$ cat src/rtl/p2s_lanes_stream.sv
// p2s_lanes_stream: streams valid/ready words out over LANES serial lines, one holding word behind the shifter.
// Build option P2S_PARITY_EN appends one even-parity beat per lane after the data beats.
module p2s_lanes_stream #(
    parameter int unsigned DATA_SIZE = 8,
    parameter int unsigned LANES     = 1
) (
    input  logic                 clk,
    input  logic                 rst_n,
    input  logic [DATA_SIZE-1:0] data_i,
    input  logic                 msb_first_i,
    input  logic                 valid_i,
    output logic                 ready_o,
    output logic [LANES-1:0]     serial_o,
    output logic                 frame_o,
    output logic                 first_o,
    output logic                 last_o,
    output logic                 busy_o
);

    localparam int unsigned SLICE = DATA_SIZE / LANES;
`ifdef P2S_PARITY_EN
    localparam int unsigned BEATS = SLICE + 1;
`else
    localparam int unsigned BEATS = SLICE;
`endif
    localparam int unsigned CW = (BEATS > 1) ? $clog2(BEATS) : 1;
    localparam logic [CW-1:0] LAST_BEAT = CW'(BEATS - 1);

    // Per-lane bit for a given beat: each lane walks its own slice, then optionally its parity.
    function automatic logic [LANES-1:0] lane_bits(
        input logic [DATA_SIZE-1:0] d,
        input logic                 msb,
        input logic [CW-1:0]        b
    );
        logic [LANES-1:0] r;
        logic [SLICE-1:0] sl;
        r = '0;
        for (int unsigned l = 0; l < LANES; l++) begin
            sl = d[l*SLICE +: SLICE];
            for (int unsigned i = 0; i < SLICE; i++) begin
                if (b == CW'(msb ? (SLICE - 1 - i) : i)) r[l] = sl[i];
            end
`ifdef P2S_PARITY_EN
            if (b == LAST_BEAT) r[l] = ^sl;
`endif
        end
        return r;
    endfunction

    logic                 h_v, h_v_d;
    logic [DATA_SIZE-1:0] h_data, h_data_d;
    logic                 h_msb, h_msb_d;
    logic                 s_v, s_v_d;
    logic [DATA_SIZE-1:0] s_data, s_data_d;
    logic                 s_msb, s_msb_d;
    logic [CW-1:0]        beat, beat_d;
    logic [LANES-1:0]     serial_q, serial_d;

    logic s_last;
    logic pull;
    logic accept;

    assign s_last  = s_v & (beat == LAST_BEAT);
    assign pull    = h_v & (~s_v | s_last);
    assign ready_o = ~h_v | pull;
    assign accept  = valid_i & ready_o;

    always_comb begin
        h_v_d    = h_v;
        h_data_d = h_data;
        h_msb_d  = h_msb;
        if (accept) begin
            h_v_d    = 1'b1;
            h_data_d = data_i;
            h_msb_d  = msb_first_i;
        end else if (pull) begin
            h_v_d    = 1'b0;
        end
    end

    always_comb begin
        s_v_d    = s_v;
        s_data_d = s_data;
        s_msb_d  = s_msb;
        beat_d   = beat;
        if (pull) begin
            s_v_d    = 1'b1;
            s_data_d = h_data;
            s_msb_d  = h_msb;
            beat_d   = '0;
        end else if (s_last) begin
            s_v_d    = 1'b0;
            beat_d   = '0;
        end else if (s_v) begin
            beat_d   = beat + CW'(1);
        end
    end

    // serial_o is a true register: compute the bit for the beat that the next S state will show.
    always_comb begin
        serial_d = '0;
        if (s_v_d) serial_d = lane_bits(s_data_d, s_msb_d, beat_d);
    end

    always_ff @(posedge clk) begin
        if (!rst_n) begin
            h_v      <= 1'b0;
            h_data   <= '0;
            h_msb    <= 1'b0;
            s_v      <= 1'b0;
            s_data   <= '0;
            s_msb    <= 1'b0;
            beat     <= '0;
            serial_q <= '0;
        end else begin
            h_v      <= h_v_d;
            h_data   <= h_data_d;
            h_msb    <= h_msb_d;
            s_v      <= s_v_d;
            s_data   <= s_data_d;
            s_msb    <= s_msb_d;
            beat     <= beat_d;
            serial_q <= serial_d;
        end
    end

    assign serial_o = serial_q;
    assign frame_o  = s_v;
    assign first_o  = s_v & (beat == '0);
    assign last_o   = s_last;
    assign busy_o   = h_v | s_v;

endmodule

$ cat config.mk
export PLATFORM = sky130hd
export DESIGN_NAME = p2s_lanes_stream
export DESIGN_NICKNAME = d
export VERILOG_FILES = /design/src/rtl/p2s_lanes_stream.sv
export SDC_FILE = /design/constraint.sdc
export NUM_CORES = 1
export LEC_CHECK = 0
export CORE_MARGIN = 8
export CORE_UTILIZATION = 45
export DETAILED_ROUTE_END_ITERATION = 12
export PLACE_DENSITY_LB_ADDON = 0.08
export RECOVER_POWER = 50
export SLEW_MARGIN = 25
export SYNTH_ARGS = -nofsm -noshare
export SYNTH_HDL_FRONTEND = slang
export SYNTH_SLANG_ARGS = --single-unit
$ cat constraint.sdc
create_clock -name clk -period 3.1 [get_ports clk]
set_input_delay 0.93 -clock clk [delete_from_list [all_inputs] [get_ports clk]]
set_output_delay 0.93 -clock clk [all_outputs]
set_load 0.02 [all_outputs]
==> flow_summary.yaml, run 1 <==
critical_path:
  crit_chain: "ha_1 -> ha_1 -> nor2b_4 -> nand2_1 -> clkdlybuf4s50_1"
  path_max_fanout: 8
  crit_type: "flip-flop to output port"
  critical-path-top-delay-family: "buffers and inverters"
  cp-end-kind: "output port"
  worstPathArrival_ps: 2010
  critPathBufInv: 1
  cp_slowest_cell: "clkdlybuf4s50_1"
  cp_num_cells: 5
  critPathMostFrequentCell: "ha_1"
  crit_required_ps: 2170
  crit_path_max_incr_delay_ps: 560
  r2r-end: "serial_o"
  crit_path_start_kind: "flip-flop"
  r2r_slack_ps: 730
  r2r-start: "beat[0]"
  rr_worst_depth: 8
sta:
  period_needed_ps: 2940
  slew_headroom_pct: 45.9
  rsz0062_at_grt: "no"
  finalSetupViolCount: 0
  fin_crit_sh_pct: 94.8
  report.final.slew_viol_count: 0
  worstMarginPinSlew_ps: 811
  tns_ps: 0
  hold_viol: 0
  finClkSkew_ps: 14.4
  fmax_mhz: 340
route:
  drtIter0Drc: 83
  wl_mm: 2.71
  drc_errors: 0
  dr.pass1.iters: 6
  vias_per_cell: 5.52
  num_vias: 1037
  wl_per_cell_microns: 14.4
  ant_nets: 0
floorplanning:
  io_pins: 18
  start_util_pct: 45.4
  die_area_sq_um: 4600
  fp.coreArea_sq_um: 2660
  die_w_microns: 67.9
  row_count: 19
  fp.dieH_microns: 67.9
power:
  p_sw_uw: 157
  power_leakage_uw: 0.000578
  comb_power_share_pct: 14.7
  ir_worst_vdd_mv: 0.300
  internal_power_uw: 502
  pwr-share-clk_pct: 34.5
  p_seq_share_pct: 50.7
  p_sw_share_pct: 23.9
  power_density_nw_per_um2: 453
clock_tree:
  cts_sinks: 24
  worstSkewPairLatency_ps: 320
  hold_buffers: 0
  post_cts.repair.setup_buffers: 0
  cts.repair.resized: 0
  cts_tree: "done"
  cts_max_path_buffers: 2
  numCtsBuffers: 3
  clkTransAtPathRegs_ps: 130
  cts_max_level: 1
  clockRootBuffer: "clkbuf_4"
yosys:
  syn_inst: 140
  yosys.area_share.adder_pct: 3.10
  yosys.area_share.simple_pct: 26.3
  synth_top_family_by_area: "simple AND/OR/NAND/NOR gates"
  ys_types: 37
  syn_nets: 155
  syn_area_per_cell_sq_um: 8.64
  ys_async_sr_fraction_pct: 0
  synth_area_leaders: "dfxtp_1 (40%), a21boi_0 (9.9%), nand2_1 (8.7%)"
  synth_area_sq_um: 1210
  synth-main-ff-cell: "dfxtp_1"
  yosys.area.top_type_share_pct: 39.7
  ys_seq_area_share_pct: 39.7
  synthXorXnorAreaFrac_pct: 1.45
  synth_edf_count: 0
  ys_ff_latch: 24
  yosysWarnings: 0
  yosysTopAreaCell: "dfxtp_1"
  synth_compound_area_share_pct: 17.6
  synth_mux_area_share_pct: 7.14
placement:
  hpwl_mm: 2.06
  gp_congestion: 0.769
  portBuffers: 17
final_layout:
  drive_above_1_share_pct: 8.92
  area_growth_pct: 20.3
  mostFrequentLayoutCells: "nand2_1 (28), dfxtp_1 (24), a21boi_0 (16), clkdlybuf4s50_1 (16), nand3_1 (10)"
  final_nets: 173
  fill_cells: 267
  num_antenna_cells: 0
  post-route-util_pct: 54.7
  final_common_cell: "nand2_1"
grt:
  grt_use_total_pct: 13.1
  grt_pass1_vias: 1017
  grt_max_degree: 24
  overflow: 0
  grt_pass1_wl_mm: 4.71
  antenna_found_initial: 0
worst_hold_path:
  hold_depth: 2
  worstHoldPathType: "flip-flop to flip-flop"
  holdPathEnd: "s_data[5]"
  min-delay-start: "s_data[5]"
status:
  status: "finished clean"
run:
  max_cap_violations: 0
[worst min-delay path, stage by stage, from the launching register on]
cell,delay (ps)
dfxtp_1,330
nand2_1,50
a21boi_0,70
[cells by family (layout without fill, tap and decap cells)]
group / after synthesis / after routing
muxes: 6 / 6
adders and majority gates: 3 / 3
DFF: 24 / 24
xor gates and xnor gates: 2 / 2
and+or+nand+nor: 63 / 63
buffers and inverters: 13 / 30
AOI/OAI and AO/OA: 29 / 29
[worst max-delay path by stage]
stage	slack (ps)	endpoint	startpoint
2_1_floorplan	810	ready_o	beat[0]
3_3_place_gp	530	ready_o	beat[0]
3_5_place_dp	510	ready_o	beat[0]
4_1_cts	150	ready_o	beat[0]
5_1_grt	50	ready_o	beat[0]
6_report	160	ready_o	beat[0]
[power by group through the flow]
stage / sequential (uW) / combinational (uW) / clock [uW]
detailed placement: 341 / 98.0 / 0
global placement: 340 / 96.7 / 0
floorplan: 337 / 64.1 / 0
finish: 334 / 97.1 / 227
global route: 336 / 108 / 246
CTS: 334 / 98.6 / 233
[final cells by class]
type / instances / area, sq um / share of cell area, %
clock buffer: 3 / 22.5 / 1.55
clock inverter: 1 / 30.0 / 2.06
inverter: 6 / 22.5 / 1.55
multi-input combinational: 103 / 672 / 46.2
sequential: 24 / 480 / 33.0
tap: 31 / 38.8 / 2.67
timing repair buffer: 20 / 189 / 13.0
[sequential cells by signal, indices dropped and copies added (netlist names)]
signal    count
h_msb         1
s_msb         1
s_data        8
frame_o       1
serial_o      1
h_data        8
h_v           1
beat          3
[cells in the mapped netlist, drive strengths merged, types with 2 or more instances]
cell type,count
nor4,2
nor2b,6
mux4,2
clkbuf,4
a211oi,2
o21ai,3
buf,3
nand2,28
a21boi,16
ha,3
or2,3
nand3,10
a21oi,2
dfxtp,24
nor2,6
and2,3
mux2i,3
inv,6
[through the flow]
stage | setup slack (ps) | hold WS, ps | power (uW) | instance area, sq um | instances
floorplan | 813 | 440 | 401 | 1210 | 140
global placement | 533 | 448 | 437 | 1410 | 184
detailed placement | 509 | 464 | 439 | 1410 | 184
CTS | 146 | 482 | 666 | 1460 | 188
global route | 46.5 | 506 | 691 | 1460 | 188
finish | 162 | 483 | 659 | 1460 | 188
[metal layers]
layer | part of all wire, % | track usage [%]
met5 | 0 | 0
met2 | 46 | 20.8
met3 | 5.8 | 3.76
met4 | 1.3 | 5.12
met1 | 47 | 16.5
Note: power is estimated with default switching activity, not from simulation.
==> inputs of run 2 (changes only) <==
- TNS_END_PERCENT: not set -> 30
==> results of run 2 <==
Final layout, timing and power as in run 1 (identical DEF).
==> inputs of run 3 (changes only) <==
- GPL_ROUTABILITY_DRIVEN: not set -> 0
- PLACE_DENSITY: not set -> 0.68
- PLACE_DENSITY_LB_ADDON: 0.08 -> not set
==> flow_summary.yaml, run 3 (synthesis gave the netlist of run 1 again) <==
status:
  status: "finished clean"
sta:
  fin_crit_sh_pct: 92.9
  slew_headroom_pct: 49.4
  worstMarginPinSlew_ps: 760
  worst_slack_ps: 220
  finalSetupViolCount: 0
  finClkSkew_ps: 2.10
  hold_viol: 0
  report.final.slew_viol_count: 0
  tns_ps: 0
  period_needed_ps: 2880
  rsz0062_at_grt: "no"
  fin_hold_ws_ps: 474
  fmax_mhz: 347
critical_path:
  crit_type: "flip-flop to output port"
  crit_path_start_kind: "flip-flop"
  worstPathArrival_ps: 1950
  cp-end-kind: "output port"
  rr_worst_depth: 8
  r2r-start: "beat[0]"
  r2r_slack_ps: 660
  worstSetupStartpoint: "beat[0]"
  crit_required_ps: 2170
  path_max_fanout: 5
  crit_end: "last_o"
  r2r-end: "serial_o"
floorplanning:
  row_count: 19
  io_pins: 18
  fp.coreArea_sq_um: 2660
  start_util_pct: 45.4
  fp.dieH_microns: 67.9
  die_area_sq_um: 4600
  die_w_microns: 67.9
clock_tree:
  clockRootBuffer: "clkbuf_4"
  hold_buffers: 0
  cts_tree: "done"
  worstSkewPairLatency_ps: 310
  cts_sinks: 24
  clkTransAtPathRegs_ps: 130
  numCtsBuffers: 3
  cts_max_path_buffers: 2
  cts_max_level: 1
final_layout:
  post-route-util_pct: 53.9
  num_antenna_cells: 0
  area_growth_pct: 18.5
  drive_above_1_share_pct: 8.33
  fill_cells: 264
  reg_top3: "h_data (8), s_data (8), beat (3)"
  final_common_cell: "nand2_1"
  mostFrequentLayoutCells: "nand2_1 (28), dfxtp_1 (24), a21boi_0 (16)"
  instances_no_fill: 187
  final_nets: 172
route:
  ant_nets: 0
  dr.pass1.iters: 4
  wl_per_cell_microns: 13.5
  num_vias: 1009
  drc_errors: 0
  wl_mm: 2.53
  drtIter0Drc: 59
  vias_per_cell: 5.40
grt:
  antenna_found_initial: 0
  grt_pass1_vias: 1022
  grt_pass1_wl_mm: 4.59
  overflow: 0
  grt_use_total_pct: 12.7
  grt_max_degree: 24
placement:
  dp.cells: 183
  portBuffers: 17
  hpwl_mm: 1.96
  pre_cts_slack_ps: 488
run:
  max_cap_violations: 0
power:
  ir_worst_vdd_mv: 0.243
  power_leakage_uw: 0.000569
  power_density_nw_per_um2: 412
worst_hold_path:
  worstHoldPathType: "flip-flop to flip-flop"
  hold_depth: 2
run 3: cell count changes in the layout (fill, tap and decap cells not counted), sizes merged:
cell           delta
dlymetal6s2s      +1
buf               -1
bufinv            -1
clkdlybuf4s50     -1
clkbuf            +1
run 3: worst min-delay path by stage:
stage                           end      start  slack, ps
after floorplan           s_data[7]  s_data[7]        440
after global placement    s_data[5]  s_data[5]        450
after detailed placement  s_data[4]  s_data[4]        460
after CTS                 s_data[4]  s_data[4]        470
after global routing      s_data[1]  h_data[1]        500
final                     s_data[4]  s_data[4]        470
run 3: report_power, final:
part           switching, uW  internal (uW)  total (uW)  leakage [uW]
Sequential              12.6            321         334      0.000196
Combinational           45.7           48.7        94.4      0.000352
Clock                   91.4           71.8         163     0.0000210
Total                    150            442         591      0.000569
run 3: repair_timing:
| item | CTS | global route |
|---|---|---|
| setup endpoints to repair | 0 | 1 |
| gates resized for setup | 0 | 1 |
| buffers inserted | 0 | 0 |
run 3: stage by stage:
stage                     area, sq um  total power [uW]
after global routing             1430               624
after CTS                        1440               598
after global placement           1400               433
final                            1430               591
after detailed placement         1400               436
after floorplan                  1210               401
run 3: cell type report:
| type | count | area [sq um] | share of cell area, % |
|---|---|---|---|
| Sequential cell | 24 | 480 | 33.5 |
| Timing Repair Buffer | 19 | 184 | 12.8 |
| Inverter | 6 | 22.5 | 1.57 |
| Multi-Input combinational cell | 103 | 672 | 46.9 |
| Clock buffer | 4 | 36.3 | 2.53 |
| Tap cell | 31 | 38.8 | 2.71 |
run 3: worst max-delay path: stages (launching register included):
cell and delay (ps):
dfxtp_1 410, ha_1 180, ha_1 270, and2_2 170
clkdlybuf4s50_1 590
run 3: layer usage:
layer / track usage [%] / vias up / wire length, microns
li1: - / 515 / -
met2: 20.4 / 24 / 1170
met3: 3.60 / 5 / 123
met5: 0 / - / 0
met4: 5.12 / 0 / 40
met1: 15.7 / 465 / 1200
